## src/rtl/jtframe_status_pkg.sv

```systemverilog
// Shared constants, FSM state type and helpers for the OSD status SPI slave.
package jtframe_status_pkg;

    localparam int ST_W = 64;

    localparam logic [7:0] CMD_ST32 = 8'h14;
    localparam logic [7:0] CMD_ST64 = 8'h1E;
    localparam logic [7:0] CMD_MOD  = 8'h21;
    localparam logic [7:0] CMD_STRD = 8'h1F;

    typedef enum logic [2:0] {
        S_IDLE,
        S_CMD,
        S_WR,
        S_RD,
        S_IGNORE
    } state_t;

    // Index of the final payload byte for each write command.
    function automatic logic [2:0] last_byte(input logic [7:0] cmd);
        case (cmd)
            CMD_ST32: last_byte = 3'd3;
            CMD_ST64: last_byte = 3'd7;
            default:  last_byte = 3'd0;
        endcase
    endfunction

    // Reorder so that shifting out MSB-first yields LSB byte first.
    function automatic logic [ST_W-1:0] byte_swap(input logic [ST_W-1:0] v);
        for (int k = 0; k < ST_W/8; k++) begin
            byte_swap[ST_W-1-8*k -: 8] = v[8*k +: 8];
        end
    endfunction

endpackage

```

## src/rtl/jtframe_spi_sync.sv

```systemverilog
// Synchronises the asynchronous SPI pins into clk and derives edge strobes.
module jtframe_spi_sync #(
    parameter int SYNC = 2
) (
    input  logic clk,
    input  logic rst,
    input  logic spi_ss_n,
    input  logic spi_sck,
    input  logic spi_mosi,
    output logic ss_act,
    output logic ss_fall,
    output logic ss_rise,
    output logic sck_rise,
    output logic sck_fall,
    output logic mosi_s
);

    logic [SYNC-1:0] ss_q;
    logic [SYNC-1:0] sck_q;
    logic [SYNC-1:0] mosi_q;
    logic            ss_dly_q;
    logic            sck_dly_q;

    // Select resets to "asserted" so a frame already in progress when reset
    // releases cannot produce a start edge; only a real high-then-low does.
    always_ff @(posedge clk) begin
        if (rst) begin
            ss_q      <= '0;
            sck_q     <= '0;
            mosi_q    <= '0;
            ss_dly_q  <= 1'b0;
            sck_dly_q <= 1'b0;
        end else begin
            ss_q      <= {ss_q[SYNC-2:0], spi_ss_n};
            sck_q     <= {sck_q[SYNC-2:0], spi_sck};
            mosi_q    <= {mosi_q[SYNC-2:0], spi_mosi};
            ss_dly_q  <= ss_q[SYNC-1];
            sck_dly_q <= sck_q[SYNC-1];
        end
    end

    assign ss_act   = ~ss_q[SYNC-1];
    assign ss_fall  = ~ss_q[SYNC-1] &  ss_dly_q;
    assign ss_rise  =  ss_q[SYNC-1] & ~ss_dly_q;
    assign sck_rise =  sck_q[SYNC-1] & ~sck_dly_q;
    assign sck_fall = ~sck_q[SYNC-1] &  sck_dly_q;
    assign mosi_s   =  mosi_q[SYNC-1];

endmodule

```

## src/rtl/jtframe_status_spi.sv

```systemverilog
// SPI slave building the OSD status and core_mod words, with atomic commit
// after a complete frame and serial readback of the status word.
//
//   state    | meaning
//   S_IDLE   | waiting for select to fall
//   S_CMD    | shifting in the command byte
//   S_WR     | collecting payload bytes into the shadow
//   S_RD     | shifting the status copy out on miso
//   S_IGNORE | unknown command or payload done; wait for select rise
module jtframe_status_spi
    import jtframe_status_pkg::*;
#(
    parameter int         SYNC    = 2,
    parameter logic [6:0] MOD_DEF = 7'h00
) (
    input  logic            clk,
    input  logic            rst,
    input  logic            spi_ss_n,
    input  logic            spi_sck,
    input  logic            spi_mosi,
    output logic            spi_miso,
    output logic [ST_W-1:0] status,
    output logic [6:0]      core_mod,
    output logic            status_upd,
    output logic            mod_upd
);

    logic ss_act, ss_fall, ss_rise, sck_rise, sck_fall, mosi_s;

    jtframe_spi_sync #(.SYNC(SYNC)) u_sync (
        .clk      (clk),
        .rst      (rst),
        .spi_ss_n (spi_ss_n),
        .spi_sck  (spi_sck),
        .spi_mosi (spi_mosi),
        .ss_act   (ss_act),
        .ss_fall  (ss_fall),
        .ss_rise  (ss_rise),
        .sck_rise (sck_rise),
        .sck_fall (sck_fall),
        .mosi_s   (mosi_s)
    );

    state_t          state_q, state_d;
    logic [2:0]      bit_cnt_q, bit_cnt_d;
    logic [2:0]      byte_cnt_q, byte_cnt_d;
    logic [6:0]      byte_sr_q, byte_sr_d;
    logic [7:0]      cmd_q, cmd_d;
    logic [ST_W-1:0] shadow_q, shadow_d;
    logic [ST_W-1:0] rd_sr_q, rd_sr_d;
    logic            commit_q, commit_d;
    logic            miso_q, miso_d;
    logic [ST_W-1:0] status_q, status_d;
    logic [6:0]      core_mod_q, core_mod_d;
    logic            status_upd_q, status_upd_d;
    logic            mod_upd_q, mod_upd_d;

    logic [7:0]      full_byte;
    logic [ST_W-1:0] st_new;

    always_ff @(posedge clk) begin
        if (rst) begin
            state_q      <= S_IDLE;
            bit_cnt_q    <= '0;
            byte_cnt_q   <= '0;
            byte_sr_q    <= '0;
            cmd_q        <= '0;
            shadow_q     <= '0;
            rd_sr_q      <= '0;
            commit_q     <= 1'b0;
            miso_q       <= 1'b0;
            status_q     <= '0;
            core_mod_q   <= MOD_DEF;
            status_upd_q <= 1'b0;
            mod_upd_q    <= 1'b0;
        end else begin
            state_q      <= state_d;
            bit_cnt_q    <= bit_cnt_d;
            byte_cnt_q   <= byte_cnt_d;
            byte_sr_q    <= byte_sr_d;
            cmd_q        <= cmd_d;
            shadow_q     <= shadow_d;
            rd_sr_q      <= rd_sr_d;
            commit_q     <= commit_d;
            miso_q       <= miso_d;
            status_q     <= status_d;
            core_mod_q   <= core_mod_d;
            status_upd_q <= status_upd_d;
            mod_upd_q    <= mod_upd_d;
        end
    end

    assign full_byte = {byte_sr_q, mosi_s};

    always_comb begin
        state_d      = state_q;
        bit_cnt_d    = bit_cnt_q;
        byte_cnt_d   = byte_cnt_q;
        byte_sr_d    = byte_sr_q;
        cmd_d        = cmd_q;
        shadow_d     = shadow_q;
        rd_sr_d      = rd_sr_q;
        commit_d     = 1'b0;
        miso_d       = miso_q;
        status_d     = status_q;
        core_mod_d   = core_mod_q;
        status_upd_d = 1'b0;
        mod_upd_d    = 1'b0;
        st_new       = status_q;

        if (commit_q) begin
            case (cmd_q)
                CMD_ST64: st_new = shadow_q;
                CMD_ST32: st_new = {status_q[ST_W-1:32], shadow_q[31:0]};
                default:  st_new = status_q;
            endcase
            status_d     = st_new;
            status_upd_d = (st_new != status_q);
            if (cmd_q == CMD_MOD) begin
                core_mod_d = shadow_q[6:0];
                mod_upd_d  = 1'b1;
            end
        end

        if (sck_rise && state_q != S_IDLE) begin
            bit_cnt_d = bit_cnt_q + 3'd1;
            byte_sr_d = full_byte[6:0];
        end

        case (state_q)
            S_IDLE: begin
                if (ss_fall) begin
                    state_d   = S_CMD;
                    bit_cnt_d = '0;
                    shadow_d  = '0;
                end
            end
            S_CMD: begin
                if (sck_rise && bit_cnt_q == 3'd7) begin
                    cmd_d      = full_byte;
                    byte_cnt_d = '0;
                    case (full_byte)
                        CMD_ST32, CMD_ST64, CMD_MOD: state_d = S_WR;
                        CMD_STRD: begin
                            state_d = S_RD;
                            rd_sr_d = byte_swap(status_q);
                            miso_d  = status_q[7];
                        end
                        default: state_d = S_IGNORE;
                    endcase
                end
            end
            S_WR: begin
                if (sck_rise && bit_cnt_q == 3'd7) begin
                    shadow_d[{byte_cnt_q, 3'b000} +: 8] = full_byte;
                    byte_cnt_d = byte_cnt_q + 3'd1;
                    if (byte_cnt_q == last_byte(cmd_q)) begin
                        commit_d = 1'b1;
                        state_d  = S_IGNORE;
                    end
                end
            end
            S_RD: begin
                // Master samples on rise; pre-shift so the next fall presents the following bit.
                if (sck_rise) begin
                    rd_sr_d = {rd_sr_q[ST_W-2:0], 1'b0};
                    if (bit_cnt_q == 3'd7) begin
                        byte_cnt_d = byte_cnt_q + 3'd1;
                        if (byte_cnt_q == 3'd7) state_d = S_IGNORE;
                    end
                end
                if (sck_fall) miso_d = rd_sr_q[ST_W-1];
            end
            default: ;
        endcase

        // Applied after the SCK handling so a coincident final edge still commits.
        if (ss_rise) state_d = S_IDLE;

        if (state_d != S_RD || !ss_act) miso_d = 1'b0;
    end

    assign spi_miso   = miso_q;
    assign status     = status_q;
    assign core_mod   = core_mod_q;
    assign status_upd = status_upd_q;
    assign mod_upd    = mod_upd_q;

endmodule

```

## config.mk

```make
export PLATFORM = sky130hd
export DESIGN_NAME = jtframe_status_spi
export DESIGN_NICKNAME = d
export VERILOG_FILES = /design/src/rtl/jtframe_status_pkg.sv /design/src/rtl/jtframe_spi_sync.sv /design/src/rtl/jtframe_status_spi.sv
export SDC_FILE = /design/constraint.sdc
export NUM_CORES = 1
export LEC_CHECK = 0
export CAP_MARGIN = 10
export CELL_PAD_IN_SITES_DETAIL_PLACEMENT = 0
export CELL_PAD_IN_SITES_GLOBAL_PLACEMENT = 1
export CORE_MARGIN = 4
export CORE_UTILIZATION = 40
export CTS_CLUSTER_SIZE = 14
export DETAILED_ROUTE_END_ITERATION = 10
export PLACE_DENSITY_LB_ADDON = 0.12
export REMOVE_ABC_BUFFERS = 1
export SLEW_MARGIN = 20
export SYNTH_ARGS = -nofsm -noshare
export SYNTH_HDL_FRONTEND = slang
export SYNTH_SLANG_ARGS = --single-unit
```

## constraint.sdc

```tcl
create_clock -name clk -period 2.38 [get_ports clk]
set_input_delay 0.476 -clock clk [delete_from_list [all_inputs] [get_ports clk]]
set_output_delay 0.476 -clock clk [all_outputs]
set_load 0.005 [all_outputs]
```

# [Word-level counts from Yosys, hierarchy flattened]
# Cells that the tools add are included.
[totals] ff_bits=235 inputBits=5 out_inout_bits=74 word_cells=111
[classes] add_sub_neg=3 eq_ne=22 shifts=2 n_mux=37 bitwise_logic=11 n_reduce_logical=18
[op_table] op="two-way mux 64 bit" n=6
[op_table] op="one-hot mux 64 bit (2 select lines)" n=3
[op_table] op="bitwise mux 64 bit" n=1
[op_table] op="!= test 64 bit" n=1
[op_table] op="variable shift 8 x 8 -> 64 bit, first input constant" n=1
[op_table] op="variable part select 8 x 8 -> 64 bit" n=1
[op_table] op="two-way mux 3 bit" n=17
[op_table] op="equality test 8 x 5 -> 1 bit, second input constant" n=5
[op_table] op="equality test 8 x 6 -> 1 bit, second input constant" n=2
[op_table] op="!= test 2 bit, second input constant" n=7
[op_table] op="one-hot mux 3 bit (2 select lines)" n=2
[op_table] op="one-hot mux 3 bit (4 select lines)" n=1
[op_table] op="one-hot mux 3 bit (3 select lines)" n=1
[op_table] op="negation 6 -> 8 bit" n=1
[op_table] op="AND reduction 4 bit" n=2
[op_table] op="inverter 1 bit" n=7
[op_table] op="adder 3 x 1 -> 3 bit, second input constant" n=2
[op_table] op="equality test 3 x 2 -> 1 bit, second input constant" n=2
[op_table] op="equality test 3 bit, second input constant" n=2
[op_table] op="nonzero test 3 bit" n=2
[op_table] op="OR reduction 3 bit" n=2
[op_table] op="two-way mux 1 bit" n=5
[op_table] op="AND reduction 5 bit" n=1
[op_table] op="AND 1 bit" n=4
[op_table] op="11 further kinds" n=15

# [Logic depth before layout (Yosys ltp)]
[logic_depth] word_depth=13 depth_mapped=9 ltp_nobuf=9

# [Cells and area by module]
# From an unflattened synthesis, not the netlist that was laid out.
[hier_totals] hier_cells=1227 area_unflattened_um2=10084.7
[by_module_without_submodules] mod="jtframe_status_spi" instances=1 cells_each=1206 area_each_um2=9845.7 seq_area_each_um2=4544.4
[by_module_without_submodules] mod="jtframe_spi_sync" instances=1 cells_each=21 area_each_um2=239.0 seq_area_each_um2=160.2

# [Worst setup path after synthesis]
# OpenSTA, ideal clock, no wires.
[synth_path] path_type="reg-to-reg" startpoint="register byte_cnt_q[0]" endpoint="register shadow_q[16]" setup_time_ns=0.128 arrival_ns=2.089 required_time_ns=2.252 setup_slack_ns=0.163 stages_incl_launch_ff=9 path_buffers=0 synth_period_minus_slack_ns=2.217 cell_sequence="dfxtp_1 -> inv_1 -> ha_1 -> ha_1 -> nand2_1 -> nor3_1 -> a21oi_2 -> a21oi_1 -> nor2_1"
[synth_between] elab_chain_cells=5 elab_cells_between_ends=6 classes_between="1 x add/sub; 2 x shift; 3 x mux"
[synth_lines] element="start: declaration" line_no="jtframe_status_spi.sv:46" rtl="logic [2:0] byte_cnt_q, byte_cnt_d;"
[synth_lines] element="start signal: assignment" line_no="jtframe_status_spi.sv:79" rtl="byte_cnt_q <= byte_cnt_d;"
[synth_lines] element="negation 6 -> 8 bit *" line_no="jtframe_status_spi.sv:155" rtl="shadow_d[{byte_cnt_q, 3'b000} +: 8] = full_byte;"
[synth_lines] element="variable part select 8 x 8 -> 64 bit / variable shift 8 x 8 -> 64 bit (equally long branches)" line_no="jtframe_status_spi.sv:155"
[synth_lines] element="bitwise mux 64 bit *" line_no="jtframe_status_spi.sv:155"
[synth_lines] element="two-way mux 64 bit *" line_no="jtframe_status_spi.sv:154" rtl="if (sck_rise && bit_cnt_q == 3'd7) begin"
[synth_lines] element="one-hot mux 64 bit (2 select lines) *" line_no="jtframe_status_spi.sv:130" rtl="case (state_q)"
[synth_lines] element="end signal: assignment" line_no="jtframe_status_spi.sv:82" rtl="shadow_q <= shadow_d;"
[synth_lines] element="end: declaration" line_no="jtframe_status_spi.sv:49" rtl="logic [ST_W-1:0] shadow_q, shadow_d;"
# Every way passes the cells marked *; elsewhere a longest branch is shown, timed or not. The select of a mux whose other input is x is not followed.
# A chain may end at the register's enable or synchronous reset.

# [Final worst setup path]
[layout_path] startpoint="register bit_cnt_q[0]" endpoint="register shadow_q[32]"
[layout_between] elab_chain_cells=4
[layout_lines] element="start: declaration" line_no="jtframe_status_spi.sv:45" rtl="logic [2:0] bit_cnt_q, bit_cnt_d;"
[layout_lines] element="start signal: assignment" line_no="jtframe_status_spi.sv:78" rtl="bit_cnt_q <= bit_cnt_d;"
[layout_lines] element="equality test 3 bit" line_no="jtframe_status_spi.sv:154"
[layout_lines] element="logical AND 1 bit" line_no="jtframe_status_spi.sv:154"
[layout_lines] element="!= test 2 bit (no source line)"
[layout_lines] element="AND reduction 3 bit (no source line)"
# No other way between the ends.

==> run_results.csv <==
group,metric,value,unit
floorplan,die_width,166.5,µm
worst_setup_path,critPathMaxFanout,11,
drt,wl_per_cell,17.54,µm
cts,cts_resized,0,
worst_setup_path,crit_type,"reg -> reg",
synth,yosysUniqueCellTypes,58,
cts,cts_tree,"built",
placed_design,port_buffers,78,
synth,syn_area,10050,µm²
timing,slew_headroom,53.95,%
synth,synth.area.top_cells,"dfxtp_1 47%, mux2i_1 7.9%, nand2_1 6.3%, nor2_1 5.4%, a211oi_1 4.8%",
cts,htree_levels,1,
floorplan,design.core.area,24530,µm²
cts,cts.sinks,235,
floorplan,rows,57,
timing,whs,0.3862,ns
timing,fin_crit,2.166,ns
placed_design,hpwl,18250,µm
synth,ys_seq_area_share,46.80,%
synth,synth-seq-cells,235,
cts,root_buffer,"clkbuf_16",
cts,cts_made_buffers,27,
drt,vias_per_cell,5.286,
cts,cts_setup_buffers,0,
global_routing,grt_max_degree,72,
global_routing,grt_pass1_wl,44570,µm
layout,n_fill_cell,2437,
timing,finClkSkew,0.01143,ns
synth,synth_ff_type,"dfxtp_1",
timing,setup_viol,0,
timing,rsz0062_at_grt,"no",
floorplan,dieArea,27730,µm²
layout,final_common_cell,"dfxtp_1",
floorplan,initial_utilization,40.97,%
global_routing,overflow,0,
worst_setup_path,endpoint_kind,"flip-flop",
drt,dr.pass1.iters,5,
status,status,"completed",
placed_design,gp_congestion,0.8462,
global_routing,antenna_found_initial,0,
timing,finalMaxSlewViolations,0,
worst_setup_path,crit_path_start,"bit_cnt_q[0]",
drt,drt-total-wl,27360,µm
timing,tightestPinTransition,0.6875,ns
drt,drc,0,
power_and_ir_drop,pwr_density_cell,687.0,nW/µm²
synth,synth_area_per_cell,8.718,µm²
placed_design,dp_slack,0.1851,ns
worst_setup_path,critical_path.endpoint,"shadow_q[32]",
cts,cts_hold_buffers,0,
worst_setup_path,ff2ff_path_depth,8,
placed_design,placed_area,11220,µm²
timing,hold_viol_final,0,
drt,drtIter0Drc,653,
timing,min_period_over_period,90.99,%
worst_setup_path,cp.required,2.77,ns
drt,via_count,8246,
synth,yosys.area.top_type,"dfxtp_1",
worst_setup_path,startpoint_type,"flip-flop",
cts,clk_pin_slew,0.06,ns
synth,synth_edf_count,0,
layout,layout_common_cells,"234 x dfxtp_1, 169 x nand2_1, 142 x nor2_1, 94 x a21oi_1, 79 x mux2i_1",
layout,diodes,0,
layout,stdcell_area,12170,µm²
worst_hold_path,min_path_type,"in -> reg",
worst_setup_path,r2r-start,"bit_cnt_q[0]",
worst_setup_path,worstPathArrival,2.55,ns
synth,yosysTopAreaCellShare,46.80,%
synth,ys_async_sr_fraction,0,%
flow_run,maxCapViolCount,0,
layout,final_layout_size_suffix_gt1_share,8.091,%
power_and_ir_drop,power,8.361,mW
cts,clk_path_buf_depth,3,
worst_setup_path,r2r_end,"shadow_q[32]",
global_routing,track_usage,19.22,%
layout,nNetsFinal,1229,
layout,area_delta_synth_final,21.07,%
synth,ys.warnings.count,0,
worst_setup_path,reg2reg_slack,0.21,ns
floorplan,pin_count,79,
floorplan,dieHeight,166.5,µm
power_and_ir_drop,ir_drop,0.5663,mV
drt,ant_nets,0,
timing,worst_slack,0.2144,ns
power_and_ir_drop,leakagePower,4.396,nW
synth,synthCells,1153,
global_routing,grt_pass1_vias,7769,
timing,fmax,0.4618,GHz
cts,clk-insertion-delay-late,0.52,ns
## worst max-delay path: stages (launching register included)
cell and delay, ns:
dfxtp_1 0.34, ha_1 0.16, ha_1 0.18, nand3b_1 0.17, nor2_4 0.33, nand3_1 0.21, or2_1 0.37, a32oi_1 0.23
nor2_1 0.05
## how the worst min path moves through the flow
stage	to	cells past startpoint	from
finish	core_mod[6]	2	rst
global route	core_mod[6]	2	rst
CTS	core_mod[3]	2	rst
detailed placement	u_sync.mosi_q[1]	1	u_sync.mosi_q[0]
global placement	u_sync.mosi_q[1]	1	u_sync.mosi_q[0]
floorplan	u_sync.mosi_q[1]	1	u_sync.mosi_q[0]
## power breakdown
| group | total [mW] | switching (mW) | internal (mW) |
|---|---|---|---|
| clock | 4.30 | 1.60 | 2.70 |
| combinational | 0.112 | 0.0846 | 0.0271 |
| sequential | 3.95 | 0.00618 | 3.94 |
| total | 8.36 | 1.69 | 6.67 |
## cells in the mapped netlist (3+ instances only)
library cell / instances
nor2b_1: 18
nand2b_1: 8
nor3b_1: 3
or3_1: 3
a211oi_1: 64
nor2_2: 3
mux2i_1: 79
xnor2_1: 40
buf_2: 25
clkbuf_1: 44
a22oi_1: 48
nand2_1: 169
a31oi_1: 6
nand4_1: 16
nor2_1: 145
nand3b_1: 5
o21ai_0: 5
a22o_1: 5
and3_1: 3
a21oi_1: 94
buf_4: 7
and2_1: 3
ha_1: 8
a21oi_2: 3
nand3_1: 21
nor3_1: 11
dfxtp_1: 235
inv_1: 31
nor4_1: 6
a2111oi_0: 4
o221ai_1: 3
o22ai_1: 7
## routing by layer
metal / GRT usage, % / vias to the layer above / share of wire, %
li1: - / 4161 / -
met1: 29.39 / 3903 / 51
met2: 29.53 / 149 / 44
met3: 2.204 / 33 / 3.7
met4: 3.522 / 0 / 1.7
met5: 0 / - / 0
## layout make-up
cell class | instances | area (µm²) | share of cell area, %
repair buffers | 111 | 1105 | 9.078
clock inverters | 9 | 148.9 | 1.223
flip-flops and latches | 235 | 4706 | 38.67
well taps | 324 | 405.4 | 3.331
multi-input cells | 810 | 4905 | 40.30
inverters | 31 | 116.4 | 0.9561
clock buffers | 40 | 784.5 | 6.446
## through the flow
step | cells | setup TNS [ns] | util [%]
6_report | 1560 | 0 | 49.61
5_1_grt | 1560 | 0 | 49.61
4_1_cts | 1560 | 0 | 49.53
3_5_place_dp | 1511 | 0 | 45.72
3_3_place_gp | 1511 | 0 | 45.72
2_1_floorplan | 1076 | -179.17 | -
## cells by family (layout without fill, tap and decap cells)
logic type      Yosys count  after routing  share of synthesized area, %
compound gates          255            255                         16.80
xor+xnor                 40             40                         3.485
fa+ha+maj                 8              8                        0.9958
buf+inv                 108            191                         4.680
flops                   235            235                         46.80
mux                      79             79                         7.867
simple gates            428            428                         19.37
## sequential cells by signal (all words and copies together) (netlist names)
| name | flops |
|---|---|
| commit_q | 1 |
| core_mod | 7 |
| u_sync.mosi_q | 2 |
| status_upd | 1 |
| cmd_q | 8 |
| shadow_q | 64 |
| status | 64 |
| spi_miso | 1 |
| rd_sr_q | 64 |
| u_sync.ss_dly_q | 1 |
| u_sync.ss_q | 2 |
| u_sync.sck_q | 2 |
| state_q | 3 |
| byte_sr_q | 7 |
| byte_cnt_q | 3 |
| bit_cnt_q | 3 |
| u_sync.sck_dly_q | 1 |
| mod_upd | 1 |
Note: power is estimated with default switching activity, not from simulation.
